### src/rtl/frame_seq_ctrl_if.sv
// Control/status bundle between the frame sequencer and the pixel-buffer memory.
// The sequencer owns the controls; the memory answers with a combinational done.
interface frame_seq_ctrl_if;
  logic mem_on_off;
  logic mem_rw;
  logic mem_clear;
  logic mem_done;

  modport master (
    output mem_on_off,
    output mem_rw,
    output mem_clear,
    input  mem_done
  );

  modport slave (
    input  mem_on_off,
    input  mem_rw,
    input  mem_clear,
    output mem_done
  );
endinterface

### src/rtl/frame_seq_ctrl.sv
// Per-frame sequencer for the pixel-buffer memory: CLEAR -> CAPTURE -> DRAIN with a
// per-phase watchdog, sticky error and a wrapping completed-frame counter.
module frame_seq_ctrl #(
  parameter int unsigned N       = 5,
  parameter int unsigned M       = 5,
  parameter int unsigned TIMEOUT = 1024,
  parameter int unsigned CNT_W   = 16
) (
  input  logic                   clk,
  input  logic                   rst_n,
  input  logic                   start,
  input  logic                   continuous,
  input  logic                   clear_en,
  input  logic                   abort,
  input  logic                   cam_ready,
  frame_seq_ctrl_if.master       mem,
  output logic                   busy,
  output logic                   frame_done,
  output logic                   error,
  output logic [CNT_W-1:0]       frame_count,
  output logic [2:0]             state
);

  localparam int unsigned WdogW = $clog2(TIMEOUT + 1);

  if (TIMEOUT <= 3 * N * M) begin : g_timeout_check
    $error("TIMEOUT too small for a full N*M frame phase");
  end

  typedef enum logic [2:0] {
    StIdle    = 3'd0,
    StClear   = 3'd1,
    StGap1    = 3'd2,
    StCapture = 3'd3,
    StGap2    = 3'd4,
    StDrain   = 3'd5,
    StFdone   = 3'd6,
    StError   = 3'd7
  } state_e;

  state_e             state_q, state_d;
  logic [WdogW-1:0]   wdog_q, wdog_d;
  logic [CNT_W-1:0]   count_q, count_d;
  logic               clr_en_q, clr_en_d;
  logic               on_off_q, on_off_d;
  logic               rw_q, rw_d;
  logic               clear_q, clear_d;
  logic               busy_q, busy_d;
  logic               fdone_q, fdone_d;
  logic               error_q, error_d;
  logic               active, done_hit, timeout_hit;

  // mem_done only counts while the memory is actually enabled in an active phase.
  assign active      = on_off_q && (state_q inside {StClear, StCapture, StDrain});
  assign done_hit    = active && mem.mem_done;
  assign timeout_hit = active && !mem.mem_done && (wdog_q == WdogW'(TIMEOUT - 1));

  always_comb begin
    state_d  = state_q;
    clr_en_d = clr_en_q;
    unique case (state_q)
      StIdle, StError: begin
        if (start) begin
          clr_en_d = clear_en;
          state_d  = clear_en ? StClear : StCapture;
        end
      end
      StClear: begin
        if (done_hit)         state_d = StGap1;
        else if (timeout_hit) state_d = StError;
      end
      StGap1: state_d = StCapture;
      StCapture: begin
        if (done_hit)         state_d = StGap2;
        else if (timeout_hit) state_d = StError;
      end
      StGap2: state_d = StDrain;
      StDrain: begin
        if (done_hit)         state_d = StFdone;
        else if (timeout_hit) state_d = StError;
      end
      StFdone: begin
        if (continuous) state_d = clr_en_q ? StClear : StCapture;
        else            state_d = StIdle;
      end
      default: state_d = StIdle;
    endcase
    if (abort) state_d = StIdle;
  end

  always_comb begin
    wdog_d = wdog_q;
    if (state_d != state_q) wdog_d = '0;
    else if (active)        wdog_d = wdog_q + WdogW'(1);

    count_d = (state_d == StFdone) ? count_q + CNT_W'(1) : count_q;

    // Outputs are registered from the state being entered on this edge.
    on_off_d = 1'b0;
    rw_d     = 1'b0;
    clear_d  = 1'b0;
    unique case (state_d)
      StClear: begin
        on_off_d = 1'b1;
        clear_d  = 1'b1;
      end
      StCapture: begin
        on_off_d = cam_ready;
        rw_d     = 1'b1;
      end
      StDrain: on_off_d = 1'b1;
      default: ;
    endcase
    busy_d  = !(state_d inside {StIdle, StError});
    fdone_d = (state_d == StFdone);
    error_d = (state_d == StError);
  end

  always_ff @(posedge clk or negedge rst_n) begin
    if (!rst_n) begin
      state_q  <= StIdle;
      wdog_q   <= '0;
      count_q  <= '0;
      clr_en_q <= 1'b0;
      on_off_q <= 1'b0;
      rw_q     <= 1'b0;
      clear_q  <= 1'b0;
      busy_q   <= 1'b0;
      fdone_q  <= 1'b0;
      error_q  <= 1'b0;
    end else begin
      state_q  <= state_d;
      wdog_q   <= wdog_d;
      count_q  <= count_d;
      clr_en_q <= clr_en_d;
      on_off_q <= on_off_d;
      rw_q     <= rw_d;
      clear_q  <= clear_d;
      busy_q   <= busy_d;
      fdone_q  <= fdone_d;
      error_q  <= error_d;
    end
  end

  assign mem.mem_on_off = on_off_q;
  assign mem.mem_rw     = rw_q;
  assign mem.mem_clear  = clear_q;
  assign busy           = busy_q;
  assign frame_done     = fdone_q;
  assign error          = error_q;
  assign frame_count    = count_q;
  assign state          = state_q;

endmodule

### src/flat_wrapper.sv
// flat-port wrapper written by rule: the top's interface ports become plain ports
module frame_seq_ctrl_flat 
#(
  parameter int unsigned N       = 5,
  parameter int unsigned M       = 5,
  parameter int unsigned TIMEOUT = 1024,
  parameter int unsigned CNT_W   = 16
)
  (clk, rst_n, start, continuous, clear_en, abort, cam_ready, busy, frame_done, error, frame_count, state, mem_mem_on_off, mem_mem_rw, mem_mem_clear, mem_mem_done);
  frame_seq_ctrl_if mem_i ();
  input  logic clk;
  input  logic rst_n;
  input  logic start;
  input  logic continuous;
  input  logic clear_en;
  input  logic abort;
  input  logic cam_ready;
  output logic busy;
  output logic frame_done;
  output logic error;
  output logic [CNT_W-1:0] frame_count;
  output logic [2:0] state;
  output wire logic [$bits(mem_i.mem_on_off)-1:0] mem_mem_on_off;
  output wire logic [$bits(mem_i.mem_rw)-1:0] mem_mem_rw;
  output wire logic [$bits(mem_i.mem_clear)-1:0] mem_mem_clear;
  input wire logic [$bits(mem_i.mem_done)-1:0] mem_mem_done;
  assign mem_mem_on_off = mem_i.mem_on_off;
  assign mem_mem_rw = mem_i.mem_rw;
  assign mem_mem_clear = mem_i.mem_clear;
  assign mem_i.mem_done = mem_mem_done;
  frame_seq_ctrl #(.N(N), .M(M), .TIMEOUT(TIMEOUT), .CNT_W(CNT_W)) u_core (.clk(clk), .rst_n(rst_n), .start(start), .continuous(continuous), .clear_en(clear_en), .abort(abort), .cam_ready(cam_ready), .mem(mem_i), .busy(busy), .frame_done(frame_done), .error(error), .frame_count(frame_count), .state(state));
endmodule
### config.mk
export PLATFORM = sky130hd
export DESIGN_NAME = frame_seq_ctrl_flat
export DESIGN_NICKNAME = d
export VERILOG_FILES = /design/src/rtl/frame_seq_ctrl_if.sv /design/src/rtl/frame_seq_ctrl.sv /design/src/flat_wrapper.sv
export SDC_FILE = /design/constraint.sdc
export NUM_CORES = 1
export LEC_CHECK = 0
export ABC_AREA = 1
export BUFFER_PORTS_ARGS = -buffer_cell sky130_fd_sc_hd__buf_2
export CAP_MARGIN = 20
export CORE_ASPECT_RATIO = 0.8
export CORE_MARGIN = 2
export CORE_UTILIZATION = 43
export CTS_CLUSTER_DIAMETER = 200
export DETAILED_ROUTE_END_ITERATION = 10
export PLACE_DENSITY_LB_ADDON = 0.25
export SLEW_MARGIN = 0
export SYNTH_ARGS = -nofsm -noshare
export SYNTH_HDL_FRONTEND = slang
export SYNTH_SLANG_ARGS = --single-unit
### constraint.sdc
create_clock -name clk -period 2.01 [get_ports clk]
set_input_delay 0.1005 -clock clk [delete_from_list [all_inputs] [get_ports clk]]
set_output_delay 0.1005 -clock clk [all_outputs]
set_load 0.005 [all_outputs]
==> results of run 1 <==
[flip-flops by register name (all words and copies together), names as in the netlist]
| signal | cells |
|---|---|
| u_core.error | 1 |
| u_core.busy | 1 |
| u_core.mem.mem_clear | 1 |
| u_core.frame_count | 16 |
| u_core.state | 3 |
| u_core.wdog_q | 11 |
| u_core.clr_en_q | 1 |
| u_core.frame_done | 1 |
| u_core.mem.mem_on_off | 1 |
| u_core.mem.mem_rw | 1 |
[power by group]
| part | total (uW) | internal, uW | switching [uW] | leakage [uW] |
|---|---|---|---|---|
| Combinational | 524 | 180 | 344 | 0.000786 |
| Clock | 570 | 310 | 260 | 0.0000542 |
| Sequential | 862 | 804 | 57.9 | 0.000504 |
[layer usage]
layer | vias up | wire (um)
li1 | 928 | -
met1 | 827 | 2330
met2 | 29 | 1970
met3 | 4 | 180
met4 | 0 | 44
met5 | - | 0
[cells in the final DEF, fill, tap and decap left out, types with 2 or more instances in the layout]
master    count
nand2_1      85
dfrtp_1      34
inv_1        33
buf_2        32
nor2_1       30
xor2_1       17
nand3_1      12
nor3_1       10
clkbuf_8      7
nand2_4       6
nand4_1       5
xnor2_1       5
nand2_2       3
dfrtp_2       3
nand3_2       2
o21bai_1      2
nor2_4        2
a21oi_1       2
nand3_4       2
nor4_1        2
o21ai_0       2
ha_1          2
buf_4         2
[critical path: stages, from the launching register on]
cell	delay, ns
dfrtp_1	0.38
ha_1	0.18
nand3_1	0.09
nor2_1	0.18
nand3_2	0.09
nand2_1	0.08
nand2_1	0.07
nand3_2	0.08
nand2_2	0.11
inv_4	0.14
nand3_4	0.14
nand2_1	0.10
nand2_1	0.06
[worst paths after layout]
path / from / endpoint / slack [ns] / cells past startpoint
setup / recovery: u_core.wdog_q[0]$_DFFE_PN0P_ / u_core.frame_count[9]$_DFFE_PN0P_ / 0.20 / 12
hold / removal: cam_ready / u_core.mem.mem_on_off$_DFF_PN0_ / 0.02 / 3
setup reg to reg: u_core.wdog_q[0]$_DFFE_PN0P_ / u_core.frame_count[9]$_DFFE_PN0P_ / 0.20 / 12
hold reg to reg: u_core.frame_count[13]$_DFFE_PN0P_ / u_core.frame_count[13]$_DFFE_PN0P_ / 0.51 / 2
max in group asynchronous: rst_n / u_core.state[0]$_DFF_PN0_ / 0.99 / 2
min in group asynchronous: rst_n / u_core.wdog_q[9]$_DFFE_PN0P_ / 0.44 / 2
[cell type report]
class                      instances  area, um^2
fill                             461        2150
sequential                        37         930
multi-input combinational        196        1080
tap                               60        75.1
clock inverter                     1        5.00
inverter                          36         141
clock buffer                       7        96.3
timing repair buffer              36         205
[synth_stat cells (all sizes together) (2+ instances only)]
| cell | count |
|---|---|
| nand2 | 94 |
| dfrtp | 37 |
| inv | 36 |
| nor2 | 33 |
| xor2 | 17 |
| nand3 | 15 |
| nor3 | 12 |
| nand4 | 5 |
| xnor2 | 5 |
| a21oi | 3 |
| buf | 3 |
| ha | 2 |
| nor4 | 2 |
| o21ai | 2 |
| o21bai | 2 |
[cells by family after synthesis]
logic type               share of synthesized area, %
AO/OA/AOI/OAI                                    2.35
AND/OR/NAND/NOR                                  35.9
buffers and inverters                            7.63
XOR/XNOR                                         9.04
multiplexers                                    0.470
adder cells (fa/ha/maj)                          1.17
flip-flops                                       43.5
[repair_timing]
item | in CTS | in global routing
buffers inserted | 0 | 1
hold endpoints to repair | 37 | 0
hold buffers | 1 | 0
gates resized for setup | 0 | 10
setup endpoints to repair | 0 | 27
[per-stage QoR]
stage / power (uW) / instances / hold slack, ns / worst slack (ns)
final: 1960 / 373 / 0.0196 / 0.198
after detailed placement: 1350 / 362 / 0.248 / 0.0324
after global placement: 1340 / 362 / 0.244 / 0.0939
after global routing: 2090 / 373 / 0.0298 / 0.00646
after floorplan: 1210 / 271 / -0.195 / 0.270
after CTS: 1930 / 371 / 0.0214 / 0.00368
==> qor.yml, run 1 <==
detail_route.wirelength_um: 4530
setup_tns_ns: 0
cap_violations: 0
syn_area_um2: 2130
drt_iter0_drc: 86
final_nets: 322
dieWidth_um: 82.7
critPathKind: "register to register"
yosys_register_bits: 37
worst_slew_pin_slew_ns: 0.810
io_pins: 33
grt-ovfl-total: 0
grtUsageTotal_pct: 18.5
ys_seq_area_share_pct: 43.5
drv_slew: 0
synthDistinctLibCells: 28
first_global_vias: 1682
rsz0062_at_grt: "false"
htreeDepth: 2
fin_skew_ns: 0.00580
cp-end-kind: "register"
grt_first_pass_wirelength_um: 7720
slew_headroom_pct: 46.0
p_leak_uw: 0.00135
synth_edf_count: 0
wl_per_cell_um: 12.1
p_per_area_nw_per_um2: 772
netlist_instances: 271
vias_per_cell: 4.79
drc_errors: 0
grt_use_met3_pct: 4.74
initial_core_util_pct: 45.5
place.gp.congestion: 0.846
hp-class: "input port to register"
fmax_ghz: 0.552
hold_viol_final: 0
avgSynthCellArea_um2: 7.86
synth_top_area_cell: "dfrtp_1"
die_area_um2: 5540
synthTopCellsByArea: "dfrtp_1 (43%), nand2_1 (15%), xor2_1 (7.0%), inv_1 (6.0%), nor2_1 (5.3%)"
root_buffer: "clkbuf_8"
top_usage_layer: "met1"
cp_data_arrival_time_ns: 1.99
cts_buffer_depth: 2
required_ns: 2.19
postLayoutCoreUtil_pct: 54.1
yosysTopAreaCellShare_pct: 43.5
cts_tree: "yes"
drtAntennaViolNets: 0
finalSetupViolCount: 0
period_minus_slack_ns: 1.81
hpwl_um: 3150
critPathMaxFanout: 8
layout-drive-gt1-share_pct: 21.7
num_vias: 1788
grt_max_degree: 38
placed_area_um2: 2370
cts_num_sinks: 37
final_area_um2: 2530
grt_use_met1_pct: 27.1
synth_top_flop_cell: "dfrtp_1"
status: "completed"
cts_inserted_buffers: 5
core-area_um2: 4680
dr.pass1.iters: 4
async_flop_share_pct: 100
num_rows: 22
finalCritPeriodShare_pct: 90.1
io_buffers: 32
insertion_delay_ns: 0.29
area_delta_synth_final_pct: 18.8
ir_worst_vdd_v: 0.000557
yosys_warnings: 0
chipHeight_um: 67.0
antennaDiodeCount: 0
startpoint_type: "register"
path_clk_slew_ns: 0.07
grt_antenna_before_repair: 0
met2_usage_pct: 26.4
synth_nets: 281
(Power assumes the default switching activity.)
==> run 2, diff against run 1 <==
--- a/config.mk
+++ b/config.mk
@@ -9,7 +9,6 @@
 export BUFFER_PORTS_ARGS = -buffer_cell sky130_fd_sc_hd__buf_2
 export CAP_MARGIN = 20
 export CORE_ASPECT_RATIO = 0.8
-export CORE_MARGIN = 2
 export CORE_UTILIZATION = 43
 export CTS_CLUSTER_DIAMETER = 200
 export DETAILED_ROUTE_END_ITERATION = 10
==> constraint.sdc (replaced) <==
create_clock -name clk -period 1.8 [get_ports clk]
set_input_delay 0.09 -clock clk [delete_from_list [all_inputs] [get_ports clk]]
set_output_delay 0.09 -clock clk [all_outputs]
set_load 0.005 [all_outputs]
==> run 2 against run 1 <==
Net effect:
- the run now ends with negative setup slack left
- sequential share of layout area is 4.8 points lower
- register-to-register slack worse by 0.22 ns
- non-clock buffer count is 22 higher
- maximum frequency is 0.42% lower
- design area is 15% higher
- combinational power is 59% higher
- sequential power is 12% higher
- die area is 5.3% lower
- utilization is 8.2 points higher
- clock-buffer cell count is 2 lower
- wire length is 6.5% higher
- flip-flop and latch count stayed put
==> qor.yml, run 2 (synthesis gave the netlist of run 1 again) <==
status: "complete, but fails checks"  # was completed
violations: "negative setup slack"
slowest_stage: "dfrtp_1"  # unchanged
finalSetupViolCount: 9  # was 0
slew_headroom_pct: 46.5  # was 46.0%
dr.pass1.iters: 4  # unchanged
root_buffer: "clkbuf_8"  # unchanged
drtAntennaViolNets: 0  # unchanged
placedCellCount: 378  # was 362
worst_path_largest_cell_delay_ns: 0.40  # was 0.38 ns
place.gp.congestion: 0.849  # was 0.846
period_minus_slack_ns: 1.82  # was 1.81 ns
grt_max_degree: 38  # unchanged
placed_area_um2: 2520  # was 2370 um^2
p_per_area_nw_per_um2: 813  # was 772 nW/um^2
cts_inserted_buffers: 5  # unchanged
chipHeight_um: 65.0  # was 67.0 um
cts_tree: "yes"  # unchanged
critPathKind: "register to register"  # unchanged
final_area_um2: 2920  # was 2530 um^2
rsz0062_at_grt: "true"  # was false
top_usage_layer: "met2"  # was met1
antennaDiodeCount: 0  # unchanged
pwr-share-comb_pct: 35.2  # was 26.8%
grt_antenna_before_repair: 0  # unchanged
num_rows: 22  # unchanged
grt_use_met3_pct: 4.65  # was 4.74%
setup_slack_ns: -0.0192  # was 0.198 ns
cap_violations: 0  # unchanged
p_int_uw: 1520  # was 1290 uW
drt_iter0_drc: 107  # was 86
htreeDepth: 2  # unchanged
hold_viol_final: 0  # unchanged
cp_data_arrival_time_ns: 2.05  # was 1.99 ns
nFillCells: 408  # was 461
grtUsageTotal_pct: 19.6  # was 18.5%
critPathMaxFanout: 4  # was 8
final_nets: 343  # was 322
p_total_uw: 2370  # was 1960 uW
fmax_ghz: 0.550  # was 0.552 GHz
ir_worst_vdd_v: 0.000626  # was 0.000557 V
path_clk_slew_ns: 0.08  # was 0.07 ns
clockPowerShare_pct: 24.2  # was 29.1%
p_leak_uw: 0.00157  # was 0.00135 uW
io_buffers: 32  # unchanged
met2_usage_pct: 29.3  # was 26.4%
hpwl_um: 3310  # was 3150 um
grt_first_pass_wirelength_um: 7670  # was 7720 um
crit_chain: "ha_4 -> nand3_4 -> nor2_4 -> nand3_2 -> nand2_1 -> nand2_1 -> nand3_2 -> nand2_4 -> buf_12 -> nor3_4 -> buf_6 -> clkbuf_16 -> nand2_4 -> nand2_2"  # was ha_1 -> nand3_1 -> nor2_1 -> nand3_2 -> nand2_1 -> nand2_1 -> nand3_2 -> nand2_2 -> inv_4 -> nand3_4 -> nand2_1 -> nand2_1
vias_per_cell: 4.80  # was 4.79
instances_no_fill: 394  # was 373
hold_depth: 3  # unchanged
num_vias: 1890  # was 1788
io_pins: 33  # unchanged
largest_register_ffs: 16  # unchanged
area_delta_synth_final_pct: 36.9  # was 18.8%
dieWidth_um: 80.7  # was 82.7 um
required_ns: 2.03  # was 2.19 ns
core-area_um2: 4680  # unchanged
drc_errors: 0  # unchanged
postLayoutCoreUtil_pct: 62.4  # was 54.1%
most-common-layout-cells: "nand2_1 (71), dfrtp_1 (34), inv_1 (33), buf_2 (32)"  # was nand2_1 (85), dfrtp_1 (34), inv_1 (33), buf_2 (32), nor2_1 (30)
hp-class: "input port to register"  # unchanged
switching_share_pct: 36.0  # was 33.8%
wl_per_cell_um: 12.2  # was 12.1 um
worst_slew_pin_slew_ns: 0.802  # was 0.810 ns
cts_buffer_depth: 2  # unchanged
detail_route.wirelength_um: 4820  # was 4530 um
first_global_vias: 1689  # was 1682
rrSetupSlack_ns: -0.02  # was 0.20 ns
grt_use_met1_pct: 27.2  # was 27.1%
fin_skew_ns: 0.0111  # was 0.00580 ns
grt-ovfl-total: 0  # unchanged
layout-drive-gt1-share_pct: 36.2  # was 21.7%
cp-end-kind: "register"  # unchanged
startpoint_type: "register"  # unchanged
insertion_delay_ns: 0.30  # was 0.29 ns
die_area_um2: 5240  # was 5540 um^2
initial_core_util_pct: 45.5  # unchanged
pwr-share-seq_pct: 40.6  # was 44.1%
cts_num_sinks: 37  # unchanged
drv_slew: 0  # unchanged
multi_input_area_um2: 1230  # was 1080 um^2
regArea_um2: 930  # unchanged
final_common_cell: "nand2_1"  # unchanged
switchingPower_uw: 854  # was 662 uW
rr_worst_depth: 14  # was 12
finalCritPeriodShare_pct: 101  # was 90.1%
run 2: cell types whose count changed in the layout (fill, tap and decap cells not counted), moves of 2 or more:
cell / previous run / this run
inv_2: 1 / 3
nand2_1: 85 / 71
buf_4: 2 / 17
nand3_1: 12 / 10
nor2_4: 2 / 13
nor2_1: 30 / 15
nand2_4: 6 / 9
buf_12: 1 / 4
nor2_2: 0 / 4
nand2_2: 3 / 14
nand3_2: 2 / 4
clkbuf_16: 0 / 3
clkbuf_8: 7 / 5
run 2: stage by stage:
| stage | setup WS [ns] | hold slack, ns | setup TNS [ns] |
|---|---|---|---|
| floorplan | 0.0600 | -0.206 | 0 |
| global placement | 0.0195 | 0.237 | 0 |
| detailed placement | -0.00147 | 0.237 | -0.00209 |
| CTS | 0.00258 | 0.0205 | 0 |
| global route | -0.141 | 0.0275 | -3.22 |
| finish | -0.0192 | 0.0141 | -0.0869 |
run 2: layout make-up:
cell class                 instances  share of cell area, %
multi-input combinational        195                   42.1
sequential                        37                   31.9
timing repair buffer              58                   15.9
inverter                          36                   4.63
tap                               60                   2.57
clock buffer                       5                   2.36
clock inverter                     3                  0.600
run 2: worst max-delay path, delay by kind of cell, from the launching register on:
kind / cells / cell delay [ns]
buffers and inverters: 3 / 0.43
flip-flops: 1 / 0.40
AND/OR/NAND/NOR: 10 / 0.76
adder cells (fa/ha/maj): 1 / 0.16
run 2: power groups by stage:
stage               Clock, uW  Combinational (uW)  Sequential [uW]
floorplan                   0                 380              970
global placement            0                 637              968
detailed placement          0                 645              967
CTS                       587                 649              953
global route              629                 911              973
finish                    575                 834              963
run 2: repair_timing:
| item | 4_1_cts | 5_1_grt |
|---|---|---|
| pin swaps | 0 | 12 |
| hold buffers | 1 | 0 |
| endpoints found under the setup margin | 16 | 30 |
| resized for setup | 1 | 55 |
| gates cloned | 0 | 3 |
| setup buffers | 0 | 4 |
| hold endpoints to repair | 37 | 0 |
run 2: worst paths after layout:
| path | startpoint | end |
|---|---|---|
| max | u_core.wdog_q[0]$_DFFE_PN0P_ | u_core.frame_count[10]$_DFFE_PN0P_ |
| min | cam_ready | u_core.mem.mem_on_off$_DFF_PN0_ |
| max reg2reg | u_core.wdog_q[0]$_DFFE_PN0P_ | u_core.frame_count[10]$_DFFE_PN0P_ |
| min reg2reg | u_core.frame_count[7]$_DFFE_PN0P_ | u_core.frame_count[7]$_DFFE_PN0P_ |
| max in group asynchronous | rst_n | u_core.state[0]$_DFF_PN0_ |
| min in group asynchronous | rst_n | u_core.wdog_q[10]$_DFFE_PN0P_ |
run 2: metal layers:
layer	part of all wire [%]	wire [um]
met1	48	2320
met2	46	2200
met3	5.1	244
met4	1.2	57
met5	0	0
